File: src/rtl/serial_addsub_hex.sv
// serial_addsub_hex: W-bit operand registers A/B loaded from switches, a
// bit-serial adder/subtractor (one bit per clock) under a Start/Busy/Done
// handshake, registered result with carry and signed-overflow flags, optional
// accumulate into A, and active-low 7-segment hex displays for A, B and S.
// Optional feature macro: SERIAL_ADDSUB_SAT_EN (clamp S to the signed limit
// on overflow). With the macro undefined the result wraps modulo 2^W.
module serial_addsub_hex #(
    parameter int W = 8,
    parameter int D = W / 4
) (
    input  logic             Clock,
    input  logic             Resetn,
    input  logic [W-1:0]     Din,
    input  logic             LoadA,
    input  logic             LoadB,
    input  logic             Start,
    input  logic             Sub,
    input  logic             Acc,
    output logic             Busy,
    output logic             Done,
    output logic [W-1:0]     S,
    output logic             Cout,
    output logic             Ovf,
    output logic [7*D-1:0]   HEX_A,
    output logic [7*D-1:0]   HEX_B,
    output logic [7*D-1:0]   HEX_S
);

    localparam int CW = (W > 1) ? $clog2(W) : 1;

    typedef enum logic {
        IDLE,
        SHIFT
    } state_t;

    state_t         state;
    state_t         state_next;
    logic [W-1:0]   a_reg;
    logic [W-1:0]   b_reg;
    logic [W-1:0]   a_sh;
    logic [W-1:0]   b_sh;
    logic [W-1:0]   r_sh;
    logic           carry;
    logic           acc_l;
    logic [CW-1:0]  cnt;
    logic           sum_bit;
    logic           carry_out;
    logic           start_go;
    logic           last_bit;
    logic [W-1:0]   full_res;
    logic [W-1:0]   final_res;

    assign start_go = (state == IDLE) && Start;
    assign last_bit = (state == SHIFT) && (cnt == CW'(W - 1));
    assign Busy     = (state == SHIFT);

    // One full-adder slice; full_res is what the result register holds after this edge
    always_comb begin
        sum_bit   = a_sh[0] ^ b_sh[0] ^ carry;
        carry_out = (a_sh[0] & b_sh[0]) | (carry & (a_sh[0] ^ b_sh[0]));
        full_res  = {sum_bit, r_sh[W-1:1]};
    end

    // Value committed to S (and to A on accumulate); the clamp keys off A's sign
    // because A is frozen for the whole operation
    always_comb begin
        final_res = full_res;
`ifdef SERIAL_ADDSUB_SAT_EN
        if (carry ^ carry_out) begin
            final_res = a_reg[W-1] ? {1'b1, {(W-1){1'b0}}} : {1'b0, {(W-1){1'b1}}};
        end
`endif
    end

    // State register
    always_ff @(posedge Clock or negedge Resetn) begin
        if (!Resetn) begin
            state <= IDLE;
        end else begin
            state <= state_next;
        end
    end

    // Next-state: leave IDLE on Start, return after the W-th shift
    always_comb begin
        state_next = state;
        unique case (state)
            IDLE:    if (Start)    state_next = SHIFT;
            SHIFT:   if (last_bit) state_next = IDLE;
            default: state_next = IDLE;
        endcase
    end

    // Operand registers, serial datapath and result registers. Sub only matters
    // at load time (inverted B and carry-in of 1), so it is not kept separately.
    always_ff @(posedge Clock or negedge Resetn) begin
        if (!Resetn) begin
            a_reg <= '0;
            b_reg <= '0;
            a_sh  <= '0;
            b_sh  <= '0;
            r_sh  <= '0;
            carry <= 1'b0;
            acc_l <= 1'b0;
            cnt   <= '0;
            S     <= '0;
            Cout  <= 1'b0;
            Ovf   <= 1'b0;
            Done  <= 1'b0;
        end else begin
            Done <= 1'b0;
            if (start_go) begin
                a_sh  <= a_reg;
                b_sh  <= b_reg ^ {W{Sub}};
                carry <= Sub;
                acc_l <= Acc;
                cnt   <= '0;
            end else if (state == IDLE) begin
                if (LoadA) a_reg <= Din;
                if (LoadB) b_reg <= Din;
            end else begin
                a_sh  <= a_sh >> 1;
                b_sh  <= b_sh >> 1;
                r_sh  <= full_res;
                carry <= carry_out;
                cnt   <= cnt + CW'(1);
                if (last_bit) begin
                    S    <= final_res;
                    Cout <= carry_out;
                    Ovf  <= carry ^ carry_out;
                    Done <= 1'b1;
                    if (acc_l) a_reg <= final_res;
                end
            end
        end
    end

    function automatic logic [6:0] hex_glyph(input logic [3:0] v);
        logic [6:0] g;
        unique case (v)
            4'h0: g = 7'b1000000;
            4'h1: g = 7'b1111001;
            4'h2: g = 7'b0100100;
            4'h3: g = 7'b0110000;
            4'h4: g = 7'b0011001;
            4'h5: g = 7'b0010010;
            4'h6: g = 7'b0000010;
            4'h7: g = 7'b1111000;
            4'h8: g = 7'b0000000;
            4'h9: g = 7'b0010000;
            4'hA: g = 7'b0001000;
            4'hB: g = 7'b0000011;
            4'hC: g = 7'b1000110;
            4'hD: g = 7'b0100001;
            4'hE: g = 7'b0000110;
            default: g = 7'b0001110;
        endcase
        return g;
    endfunction

    // Displays decode only the committed registers, so partial sums never show
    for (genvar i = 0; i < D; i++) begin : g_hex
        assign HEX_A[7*i +: 7] = hex_glyph(a_reg[4*i +: 4]);
        assign HEX_B[7*i +: 7] = hex_glyph(b_reg[4*i +: 4]);
        assign HEX_S[7*i +: 7] = hex_glyph(S[4*i +: 4]);
    end

endmodule

File: config.mk
export PLATFORM = sky130hd
export DESIGN_NAME = serial_addsub_hex
export DESIGN_NICKNAME = d
export VERILOG_FILES = /design/src/rtl/serial_addsub_hex.sv
export SDC_FILE = /design/constraint.sdc
export NUM_CORES = 1
export LEC_CHECK = 0
export BUFFER_PORTS_ARGS = -buffer_cell sky130_fd_sc_hd__buf_4
export CORE_ASPECT_RATIO = 1.5
export CORE_MARGIN = 2
export CORE_UTILIZATION = 30
export DETAILED_ROUTE_END_ITERATION = 16
export PLACE_DENSITY = 0.52
export SYNTH_ARGS = -nofsm -noshare
export SYNTH_HDL_FRONTEND = slang
export SYNTH_SLANG_ARGS = --single-unit
File: constraint.sdc
create_clock -name Clock -period 3.75 [get_ports Clock]
set_clock_uncertainty 0.05 [all_clocks]
set_input_delay 0.375 -clock Clock [delete_from_list [all_inputs] [get_ports Clock]]
set_output_delay 0.375 -clock Clock [all_outputs]
set_load 0.02 [all_outputs]
## Yosys cells after proc, flatten, opt, wreduce, memory -nomap -nowiden

Memories as Yosys holds them, arrays and structs flattened.
Cells that the tools add are included.
Widths: inputs -> output; s select.

| operators by class | value |
|---|---|
| mux-type cells | 18 |
| bitwise logic cells | 9 |
| reduce and logical (&&, ||, !) cells | 8 |
| equality and inequality tests | 3 |
| $add $sub $neg | 1 |

Operator list:

| operator | count |
|---|---|
| $mux 8 | 8 |
| $xor 8x8->8 | 1 |
| $mux 1 | 7 |
| $mux 3 | 2 |
| $reduce_and 3->1 | 2 |
| $ne 2x1->1 const B | 2 |
| $reduce_and 4->1 | 1 |
| $reduce_bool 2->1 | 2 |
| $add 3x1->3 const B | 1 |
| $eq 3x3->1 const B | 1 |
| $xor 1x1->1 | 3 |
| $and 1x1->1 | 2 |
| $logic_and 1x1->1 | 2 |
| $not 1->1 | 2 |
| $pmux 1 s2 | 1 |
| $reduce_and 2->1 | 1 |
| $or 1x1->1 | 1 |

| word-level totals | value |
|---|---|
| output and inout port bits | 54 |
| memories | 6 |
| register bits | 57 |
| memory bits (read-only) | 672 |

Memories:

| memory | words | width | read ports | clocked after Yosys merged registers in | wr ports | RTL line | source |
|---|---|---|---|---|---|---|---|
| (no name shown) | 16 | 7 | 1 | 0 | 0 | 140 | `unique case (v)` |
| (no name shown) | 16 | 7 | 1 | 0 | 0 | 140 |  |
| (no name shown) | 16 | 7 | 1 | 0 | 0 | 140 |  |
| (no name shown) | 16 | 7 | 1 | 0 | 0 | 140 |  |
| (no name shown) | 16 | 7 | 1 | 0 | 0 | 140 |  |
| (no name shown) | 16 | 7 | 1 | 0 | 0 | 140 |  |

## Depth between registers and ports, before layout

Gate-level depths: netlist of run 1.

| logic depth | value |
|---|---|
| depth after elaboration | 5 |
| depth in mapped cells | 8 |

## Worst setup path before layout of run 1

No wires, ideal clock.

| timing | value |
|---|---|
| kind | reg-to-output |
| start | register S[4] |
| end | output HEX_S[10] |
| path buffers | 0 |
| path slack | 1.790 ns |
| stages on the path, launching flop included | 5 |
| data arrival time | 1.535 ns |
| data required time | 3.325 ns |
| path through | dfrtp_1 > inv_1 > ha_1 > inv_1 > mux4_2 |

| between the ends | value |
|---|---|
| word-level cells in the longest chain between the ends | 1 |

RTL lines:

| element | RTL line | source |
|---|---|---|
| start: declaration | 21 | `output logic [W-1:0] S,` |
| start signal: assignment | 128 | `S <= final_res;` |
| $mem_v2 16x7 | -- |  |
| end: declaration | 26 | `output logic [7*D-1:0] HEX_S` |

Every way passes these cells.

## Worst setup path in the final report of run 1

| timing | value |
|---|---|
| start | register a_reg[5] |
| end | output HEX_A[10] |

| between the ends | value |
|---|---|
| word-level cells in the longest chain between the ends | 1 |

RTL lines:

| element | RTL line | source |
|---|---|---|
| start: declaration | 38 | `logic [W-1:0] a_reg;` |
| start signal: assignment | 119 | `if (LoadA) a_reg <= Din;` |
| start signal: assignment | 132 | `if (acc_l) a_reg <= final_res;` |
| $mem_v2 16x7 | -- |  |
| end: declaration | 24 | `output logic [7*D-1:0] HEX_A,` |

Every way passes these cells.

==> metrics.txt, run 1 <==
status=finished clean; YS warnings=0; first-pass GRT wire length=14580 um; number of pins exceeding their max-slew limit in the final report=0; fraction of final layout cells sized beyond drive strength 1=0.2258; number of clock sinks=56; detailed placer's ending HPWL=6563 um; root buf cell=clkbuf_16; largest net degree at the start of global routing=57; final critical path time including I/O delays and setup=2.311 ns; transition time at the pin with the least slew margin=0.7079 ns; category of the worst setup path capture point=output port; unrepaired setup endpoints after global routing=false; IO Pins=69; most used flip-flop cell after synthesis=dfrtp_1; class of the tightest hold or removal check=primary input to asynchronous set/reset pin; setup bufs post-CTS=0; standard cell core area=12950 sq um; most common library cell in the layout ignoring fill and taps=buf_4; number of cells in the design after placement=616; height of the die=144.9 um; count of port buffers added during placement=68; number of global-route vias before repair=2894; row count=51; H-tree levels=2; share of async-settable or async-resettable flops after synthesis=1.000; Largest stage delay, worst path=0.51 ns; maximum buffer depth of the clock tree=2; proportion of synthesized chip area in sequential cells=0.3531; top library cells by usage in the layout, fill and taps aside=69 x buf_4, 59 x nand2_1, 56 x dfrtp_1, 46 x o21ai_0, 44 x ha_1; nets=524; DR WL met3=274 um; Post-synth EDFFs=0; utilization after layout=0.3623; leak pwr=2.236 nW; Worst-path clk slew=0.07 ns; via count=3020; Post-CTS Hold Buffers=0; unique cell type count in the Yosys netlist=40; kind of start point of the critical path=flop; number of buffers inserted during clock tree synthesis=5; setup violation total in the final timing report=0; layout filler cell count=1327; 1st-iter DRT viols=109; post-synthesis cell count=417; Max VDD drop=0.4976 mV; detailed-route vias per instance=4.840; post-placement setup slack=1.727 ns; Area Overhead vs Synth=18.25%; setup slack of the critical path after layout=1.439 ns; topmost layer with routed signal wires=met4; Finished Layout Cells=624; Total Negative Setup Slacks=0 ns; per-cell routed wire length=14.05 um; die footprint=14180 sq um; weighted congestion reported at the end of routability-driven placement=0.7534; Total GRT Usage=0.1245; worst setup path class=flop to output port; Initial DRT Pass Iterations=4; antenna violations before repair=0; critical-path maximum fanout=8; DRC Markers=0; Max Clk Rate=432.7 MHz; cell-by-cell listing of the critical path=inv_1, ha_1, or2_2, a21oi_1, a31oi_1, buf_4; data arrival time of the critical path=1.89 ns; Period Utilization, post-route=0.6163; count of final hold-check violations=0; die boundary width=97.91 um; routed wire length on met2=4361 um; synthesized net count=477; netlist area before placement=3969 sq um; number of nets with antenna violations after detailed routing=0; Hold WS=0.08702 ns; cts repair resizes=0; effective utilization at floorplan=0.3064; met1 wire length=4058 um; total detailed-routing wirelength=8769 um; power density cells=970.3 nW/um^2; synthesis-stage register bit count=56; Slowest-stage cell, CP=dfrtp_1; max-cap violation count=0; clock tree from TritonCTS=built; relative max-transition margin=0.5280; Remaining Overflow, GRT=0; number of inserted diodes=0; Avg Synthesized Cell Area=9.518 sq um; Req. time, crit path=3.32 ns; clock latency of the later-clocked register in the worst-skew pair=0.29 ns
==> where the power goes <==
group	internal, mW	total, mW	switching [mW]
sequential	0.869	1.41	0.540
combinational	1.27	2.68	1.40
clock	0.266	0.467	0.201
total	2.41	4.55	2.15
==> cell families after synthesis <==
| kind of cell | synth area share |
|---|---|
| flops | 0.3531 |
| simple gates | 0.1255 |
| buf+inv | 0.05391 |
| compound gates | 0.1469 |
| mux | 0.1548 |
| xor+xnor | 0.02207 |
| fa+ha+maj | 0.1438 |
==> worst max-delay path: cells and delay by family, from the launching register on <==
family	cells	cell delay, ns
compound gates	2	0.20
flops	1	0.51
simple gates	1	0.30
fa+ha+maj	1	0.25
buf+inv	2	0.34
==> metal layers <==
layer  vias up  track usage
li1       1531            -
met1      1439       0.1617
met2        45       0.2174
met3         5      0.02209
met4         0      0.02632
met5         -            0
==> stage by stage <==
stage | cell area, sq um | total power, mW
floorplan | 3969 | 3.149
global placement | 4543 | 4.080
detailed placement | 4543 | 4.130
CTS | 4693 | 4.615
global route | 4693 | 4.953
finish | 4693 | 4.554
==> worst paths after layout <==
check | from | to | slack [ns] | depth (start not counted)
worst max-delay path | a_reg[5] | HEX_A[10] | 1.44 | 6
worst min-delay path | Resetn | b_sh[3] | 0.09 | 1
worst max register to register | Busy | a_reg[5] | 1.85 | 4
worst min register to register | a_sh[6] | a_sh[5] | 0.43 | 2
max in group asynchronous | Resetn | Cout | 3.10 | 1
min in group Clock | Din[0] | b_reg[0] | 0.28 | 2
==> cell usage after synthesis (3+ instances only) <==
cell / instances / area, sq um
a211oi_1: 3 / 22.52
a21oi_1: 12 / 60.06
a221o_1: 8 / 80.08
a22o_1: 5 / 43.79
a32o_1: 4 / 40.04
and3_1: 8 / 50.05
buf_2: 12 / 60.06
buf_4: 3 / 22.52
clkbuf_1: 12 / 45.04
dfrtp_1: 56 / 1401
ha_1: 44 / 550.5
inv_1: 18 / 67.56
mux2_2: 24 / 270.3
mux2i_1: 31 / 310.3
nand2_1: 59 / 221.5
nand2b_1: 9 / 56.30
nand3_1: 6 / 30.03
nor2_1: 17 / 63.81
nor2b_1: 3 / 18.77
o21a_1: 3 / 22.52
o21ai_0: 46 / 230.2
o22ai_1: 4 / 25.02
xnor2_1: 3 / 26.28
xor2_1: 7 / 61.31
==> area by class of cell <==
cell class | instances | area [sq um] | area share
multi-input combinational | 313 | 2354 | 0.5015
tap | 159 | 198.9 | 0.04239
inverter | 19 | 71.32 | 0.01520
timing repair buffer | 69 | 518.0 | 0.1104
clock inverter | 1 | 7.507 | 0.001600
clock buffer | 7 | 142.6 | 0.03039
sequential | 56 | 1401 | 0.2986
Power figures use the tool's default switching activity.
==> run 2: changes to the inputs <==
PLACE_DENSITY = 0.54   (was 0.52)
clock period = 2 ns   (was 3.75 ns; I/O delays follow)
==> run 2 against run 1 <==
Effect of this change: die area did not move; total power rose by 95%; first-iteration DRC count rose by 9.2%; sequential share of layout area fell by 0.99 points; worst hold slack improved by 0.0043 ns; global-route usage rose by 0.32 points; sequential cell count did not move; combinational power rose by 110%; clock power rose by 89%; worst setup slack got worse by 1.4 ns; wire length rose by 4.8%; critical endpoint is now HEX_S[10].
==> metrics.txt, run 2 (synthesis gave the netlist of run 1 again) <==
category of the worst setup path capture point=output port (unchanged); clock latency of the later-clocked register in the worst-skew pair=0.30 ns (was 0.29 ns); Period Utilization, post-route=0.9660; detailed-route vias per instance=4.875 (was 4.840); unrepaired setup endpoints after global routing=false (unchanged); transition time at the pin with the least slew margin=0.7088 ns (was 0.7079 ns); layout filler cell count=1342 (was 1327); weighted congestion reported at the end of routability-driven placement=0.7850 (was 0.7534); Finished Layout Cells=646 (was 624); die footprint=14180 sq um (unchanged); nets=546 (was 524); Psw=4.144 mW (was 2.146 mW); number of buffers inserted during clock tree synthesis=5 (unchanged); share of power burned in combinational logic=0.625 (was 0.588); sequential share of power=0.275 (was 0.310); clock tree from TritonCTS=built (unchanged); post-placement setup slack=0.2217 ns (was 1.727 ns); critical-path maximum fanout=7 (was 8); height of the die=144.9 um (unchanged); data arrival time of the critical path=1.68 ns (was 1.89 ns); Slowest-stage cell, CP=mux4_2 (was dfrtp_1); CP dominant cell by count=buf_4; max-cap violation count=0 (unchanged); power density cells=1817 nW/um^2 (was 970.3 nW/um^2); top library cells by usage in the layout, fill and taps aside=90 x buf_4, 59 x nand2_1, 47 x dfrtp_1, 45 x o21ai_0, 40 x ha_1 (was 69 x buf_4, 59 x nand2_1, 56 x dfrtp_1, 46 x o21ai_0, 44 x ha_1); class of the tightest hold or removal check=primary input to flop (was primary input to asynchronous set/reset pin); end of the worst register-to-register path=a_reg[0] (was a_reg[5]); worst hold path endpoint=acc_l; most common library cell in the layout ignoring fill and taps=buf_4 (unchanged); clock network power share=0.099 (was 0.103); Largest stage delay, worst path=0.44 ns (was 0.51 ns); area taken by flip-flops and latches=1413 sq um (was 1401 sq um); number of inserted diodes=0 (unchanged); die boundary width=97.91 um (unchanged); IO Pins=69 (unchanged); maximum buffer depth of the clock tree=2 (unchanged); worst hold stages=2; root buf cell=clkbuf_16 (unchanged); setup violation total in the final timing report=0 (unchanged); setup slack of the critical path after layout=0.06794 ns (was 1.439 ns); final critical path time including I/O delays and setup=1.932 ns; worst setup path class=flop to output port (unchanged); DRC Markers=0 (unchanged); cell family contributing the most delay on the critical path=multiplexers (was flip-flops); relative max-transition margin=0.5274 (was 0.5280); Area Overhead vs Synth=23.30% (was 18.25%); startpoint of the tightest hold check path=Acc; kind of start point of the critical path=flop (unchanged); Cell Area, Placed=4626 sq um (was 4543 sq um); Pint=4.747 mW (was 2.408 mW); Worst R2R Setup Slack=0.29 ns (was 1.85 ns); total buffers and inverters traversed by the critical path=2 (unchanged); cell-by-cell listing of the critical path=buf_4, ha_2, mux4_2, buf_4 (was inv_1, ha_1, or2_2, a21oi_1, a31oi_1, buf_4); number of global-route vias before repair=3018 (was 2894); Remaining Overflow, GRT=0 (unchanged); number of nets with antenna violations after detailed routing=0 (unchanged); row count=51 (unchanged); per-cell routed wire length=14.22 um (was 14.05 um); fraction of final layout cells sized beyond drive strength 1=0.3060 (was 0.2258); Initial DRT Pass Iterations=4 (unchanged); 1st-iter DRT viols=119 (was 109); Max Clk Rate=517.6 MHz; H-tree levels=2 (unchanged); number of cells in the design after placement=627 (was 616); number of pins exceeding their max-slew limit in the final report=0 (unchanged); post-layout power=8.891 mW (was 4.554 mW); Worst-path clk slew=0.07 ns (about the same); depth of the most critical reg-to-reg path=6 (was 4); effective utilization at floorplan=0.3064 (unchanged); number of clock sinks=56 (unchanged); Total GRT Usage=0.1277 (was 0.1245); via count=3149 (was 3020); Worst R2R Start=cnt[0] (was Busy); area taken by multi-input logic gates=2376 sq um (was 2354 sq um); largest net degree at the start of global routing=57 (unchanged); count of port buffers added during placement=68 (unchanged); leak pwr=2.319 nW (was 2.236 nW); Total Negative Setup Slacks=0 ns (unchanged); detailed placer's ending HPWL=6761 um (was 6563 um); count of final hold-check violations=0 (unchanged); status=finished clean (unchanged); Req. time, crit path=1.75 ns (was 3.32 ns); standard cell core area=12950 sq um (unchanged); Max VDD drop=0.7711 mV (was 0.4976 mV); net switching share of the total power=0.4661 (was 0.4712); first-pass GRT wire length=14880 um (was 14580 um); antenna violations before repair=0 (unchanged); summed area of non-filler cells in the final layout=4893 sq um (was 4693 sq um); total detailed-routing wirelength=9189 um (was 8769 um)
[run 2: stage by stage]
| stage | util | hold WS (ns) |
|---|---|---|
| 3_5_place_dp | 0.3571 | 0.2575 |
| 5_1_grt | 0.3778 | 0.08499 |
| 6_report | 0.3778 | 0.09134 |
| 4_1_cts | 0.3729 | 0.08570 |
| 3_3_place_gp | 0.3571 | 0.2538 |
| 2_1_floorplan | - | -0.1456 |
[run 2: layout make-up]
type | instances | share of cell area
flip-flops and latches | 56 | 0.2887
multi-input cells | 313 | 0.4856
clock inverters | 3 | 0.004858
repair buffers | 91 | 0.1401
clock buffers | 5 | 0.02557
inverters | 19 | 0.01457
well taps | 159 | 0.04065
[run 2: routing by layer]
layer	global-route usage	up-vias	wire, um
li1	-	1574	-
met1	0.1537	1528	4133
met2	0.2372	40	4720
met3	0.02065	7	240
met4	0.03070	0	94
met5	0	-	0
[run 2: power by group through the flow]
stage	Sequential (mW)	Combinational, mW	Clock, mW
after global placement	2.48	5.31	0
after detailed placement	2.51	5.39	0
after CTS	2.45	5.54	0.915
after floorplan	2.19	3.72	0
final	2.45	5.56	0.883
after global routing	2.57	6.13	0.958
[run 2: what timing repair did]
item	4_1_cts	5_1_grt
setup buffers	5	5
setup endpoints to repair	15	16
hold buffers	1	0
endpoints found under the hold margin	56	0
cloned	0	0
pin swaps	0	0
resized for setup	6	18
[run 2: how the worst max path moves through the flow]
| stage | from | end | slack (ns) | depth (start not counted) |
|---|---|---|---|---|
| after detailed placement | b_reg[4] | HEX_B[8] | 0.22 | 6 |
| after global routing | a_reg[5] | HEX_A[10] | 0.003 | 6 |
| after floorplan | S[4] | HEX_S[10] | 0.21 | 4 |
| final | S[4] | HEX_S[10] | 0.07 | 4 |
| after CTS | b_reg[4] | HEX_B[8] | 0.0004 | 6 |
| after global placement | b_reg[4] | HEX_B[8] | 0.25 | 6 |
==> run 3: changes to the inputs <==
clock period = 1.75 ns   (was 2 ns; I/O delays follow)
==> run 3 against run 2 <==
Effect of this change: the flow now finishes with violations (negative setup slack); global-route usage rose by 1.4 points; worst setup slack got worse by 0.21 ns; utilization rose by 8.8 points; first-iteration DRC count rose by 39%; worst hold slack got worse by 0.011 ns; non-clock buffer count rose by 54; clock-buffer cell count rose by 3; critical endpoint unchanged; largest power group unchanged.
==> metrics.txt, run 3 (synthesis gave the netlist of run 1 again) <==
status=finished with violations (was finished clean); failing checks=negative setup slack; number of buffers inserted during clock tree synthesis=5 (unchanged); Req. time, crit path=1.52 ns (was 1.75 ns); transition time at the pin with the least slew margin=0.5162 ns (was 0.7088 ns); data arrival time of the critical path=1.67 ns (was 1.68 ns); count of final hold-check violations=0 (unchanged); setup slack of the critical path after layout=-0.1427 ns (was 0.06794 ns); Worst-path clk slew=0.07 ns (about the same); most common library cell in the layout ignoring fill and taps=buf_4 (unchanged); Remaining Overflow, GRT=0 (unchanged); weighted congestion reported at the end of routability-driven placement=0.8264 (was 0.7850); number of global-route vias before repair=3382 (was 3018); Area Overhead vs Synth=51.89% (was 23.30%); number of nets with antenna violations after detailed routing=0 (unchanged); power density cells=2117 nW/um^2 (was 1817 nW/um^2); Max Clk Rate=528.3 MHz; setup violation total in the final timing report=17 (was 0); effective utilization at floorplan=0.3064 (unchanged); cell family contributing the most delay on the critical path=multiplexers (unchanged); die boundary width=97.91 um (unchanged); total detailed-routing wirelength=10470 um (was 9189 um); critical-path maximum fanout=4 (was 7); via count=3423 (was 3149); Finished Layout Cells=700 (was 646); category of the worst setup path capture point=output port (unchanged); first-pass GRT wire length=16620 um (was 14880 um); top library cells by usage in the layout, fill and taps aside=107 x buf_4, 54 x nand2_1, 40 x dfrtp_1, 35 x buf_6, 31 x mux2i_1 (was 90 x buf_4, 59 x nand2_1, 47 x dfrtp_1, 45 x o21ai_0, 40 x ha_1); utilization after layout=0.4654 (was 0.3778); Initial DRT Pass Iterations=4 (unchanged); final critical path time including I/O delays and setup=1.893 ns; DRC Markers=0 (unchanged); fraction of final layout cells sized beyond drive strength 1=0.5120 (was 0.3060); class of the tightest hold or removal check=primary input to flop (unchanged); kind of start point of the critical path=flop (unchanged); unrepaired setup endpoints after global routing=true (was false); clock tree from TritonCTS=built (unchanged); clock latency of the later-clocked register in the worst-skew pair=0.29 ns (was 0.30 ns); largest net degree at the start of global routing=40 (was 57); detailed placer's ending HPWL=6884 um (was 6761 um); Max VDD drop=0.9394 mV (was 0.7711 mV); root buf cell=clkbuf_16 (unchanged); H-tree levels=2 (unchanged); layout filler cell count=1210 (was 1342); die footprint=14180 sq um (unchanged); worst setup path class=flop to output port (unchanged); standard cell core area=12950 sq um (unchanged); leak pwr=2.731 nW (was 2.319 nW); Period Utilization, post-route=1.082; max-cap violation count=0 (unchanged); number of pins exceeding their max-slew limit in the final report=0 (unchanged); Largest stage delay, worst path=0.46 ns (was 0.44 ns); cell-by-cell listing of the critical path=inv_4, ha_4, inv_2, mux4_2, buf_6 (was buf_4, ha_2, mux4_2, buf_4); per-cell routed wire length=14.95 um (was 14.22 um); total buffers and inverters traversed by the critical path=3 (was 2); Slowest-stage cell, CP=mux4_2 (unchanged); count of port buffers added during placement=68 (unchanged); antenna violations before repair=0 (unchanged); post-placement setup slack=0.05020 ns (was 0.2217 ns); relative max-transition margin=0.6558 (was 0.5274); nets=600 (was 546); IO Pins=69 (unchanged); number of inserted diodes=0 (unchanged); row count=51 (unchanged); Total GRT Usage=0.1420 (was 0.1277); 1st-iter DRT viols=165 (was 119); number of cells in the design after placement=645 (was 627); detailed-route vias per instance=4.890 (was 4.875); post-layout power=12.76 mW (was 8.891 mW); height of the die=144.9 um (unchanged); number of clock sinks=56 (unchanged); maximum buffer depth of the clock tree=2 (unchanged)
-- run 3: timing repair --
item / CTS / global route
hold buffers: 1 / 0
setup endpoints to repair: 33 / 39
resized for setup: 129 / 66
pin swaps: 14 / 33
hold endpoints to repair: 28 / 0
setup buffers: 33 / 13
-- run 3: final cells by class --
type | instances | area [sq um] | share of cell area
Multi-Input combinational cell | 313 | 2913 | 0.4832
Sequential cell | 56 | 1421 | 0.2358
Timing Repair Buffer | 145 | 1247 | 0.2069
Tap cell | 159 | 198.9 | 0.03300
Clock buffer | 8 | 146.4 | 0.02428
Inverter | 19 | 101.3 | 0.01681
-- run 3: worst paths after layout --
check | startpoint | to | slack (ns) | cells past startpoint
worst max-delay path | S[4] | HEX_S[10] | -0.14 | 5
worst min-delay path | Din[0] | b_reg[0] | 0.08 | 2
worst max register to register | cnt[0] | a_reg[7] | 0.07 | 6
worst min register to register | b_sh[3] | b_sh[2] | 0.43 | 2
max in group asynchronous | Resetn | b_reg[0] | 0.83 | 3
min in group asynchronous | Resetn | b_reg[5] | 0.30 | 2
-- run 3: report_power, final --
group,total (mW),internal (mW),switching [mW]
clock,1.01,0.572,0.436
sequential,2.84,1.91,0.938
combinational,8.91,4.61,4.29
-- run 3: stage by stage --
stage / TNS, ns / cell area, sq um / hold slack, ns
2_1_floorplan: 0 / 3970 / -0.1706
3_3_place_gp: 0 / 4775 / 0.08683
3_5_place_dp: 0 / 4775 / 0.09100
4_1_cts: -0.8694 / 5684 / 0.07242
5_1_grt: -2.327 / 6028 / 0.07957
6_report: -0.8557 / 6028 / 0.08016
-- run 3: worst register-to-register path: cells and delay by family (launching register included) --
family                   cells  cell delay (ns)
flip-flops                   1             0.40
adder cells (fa/ha/maj)      2             0.39
AO/OA/AOI/OAI                1             0.28
buffers and inverters        1             0.09
AND/OR/NAND/NOR              2             0.35
-- run 3: per-layer routing --
metal  global-route usage  up-vias  wire length [um]
met3              0.01969       10               245
met5                    0        -                 0
met1               0.1687     1666              4466
li1                     -     1692                 -
met2               0.2714       55              5594
met4              0.02924        0               159
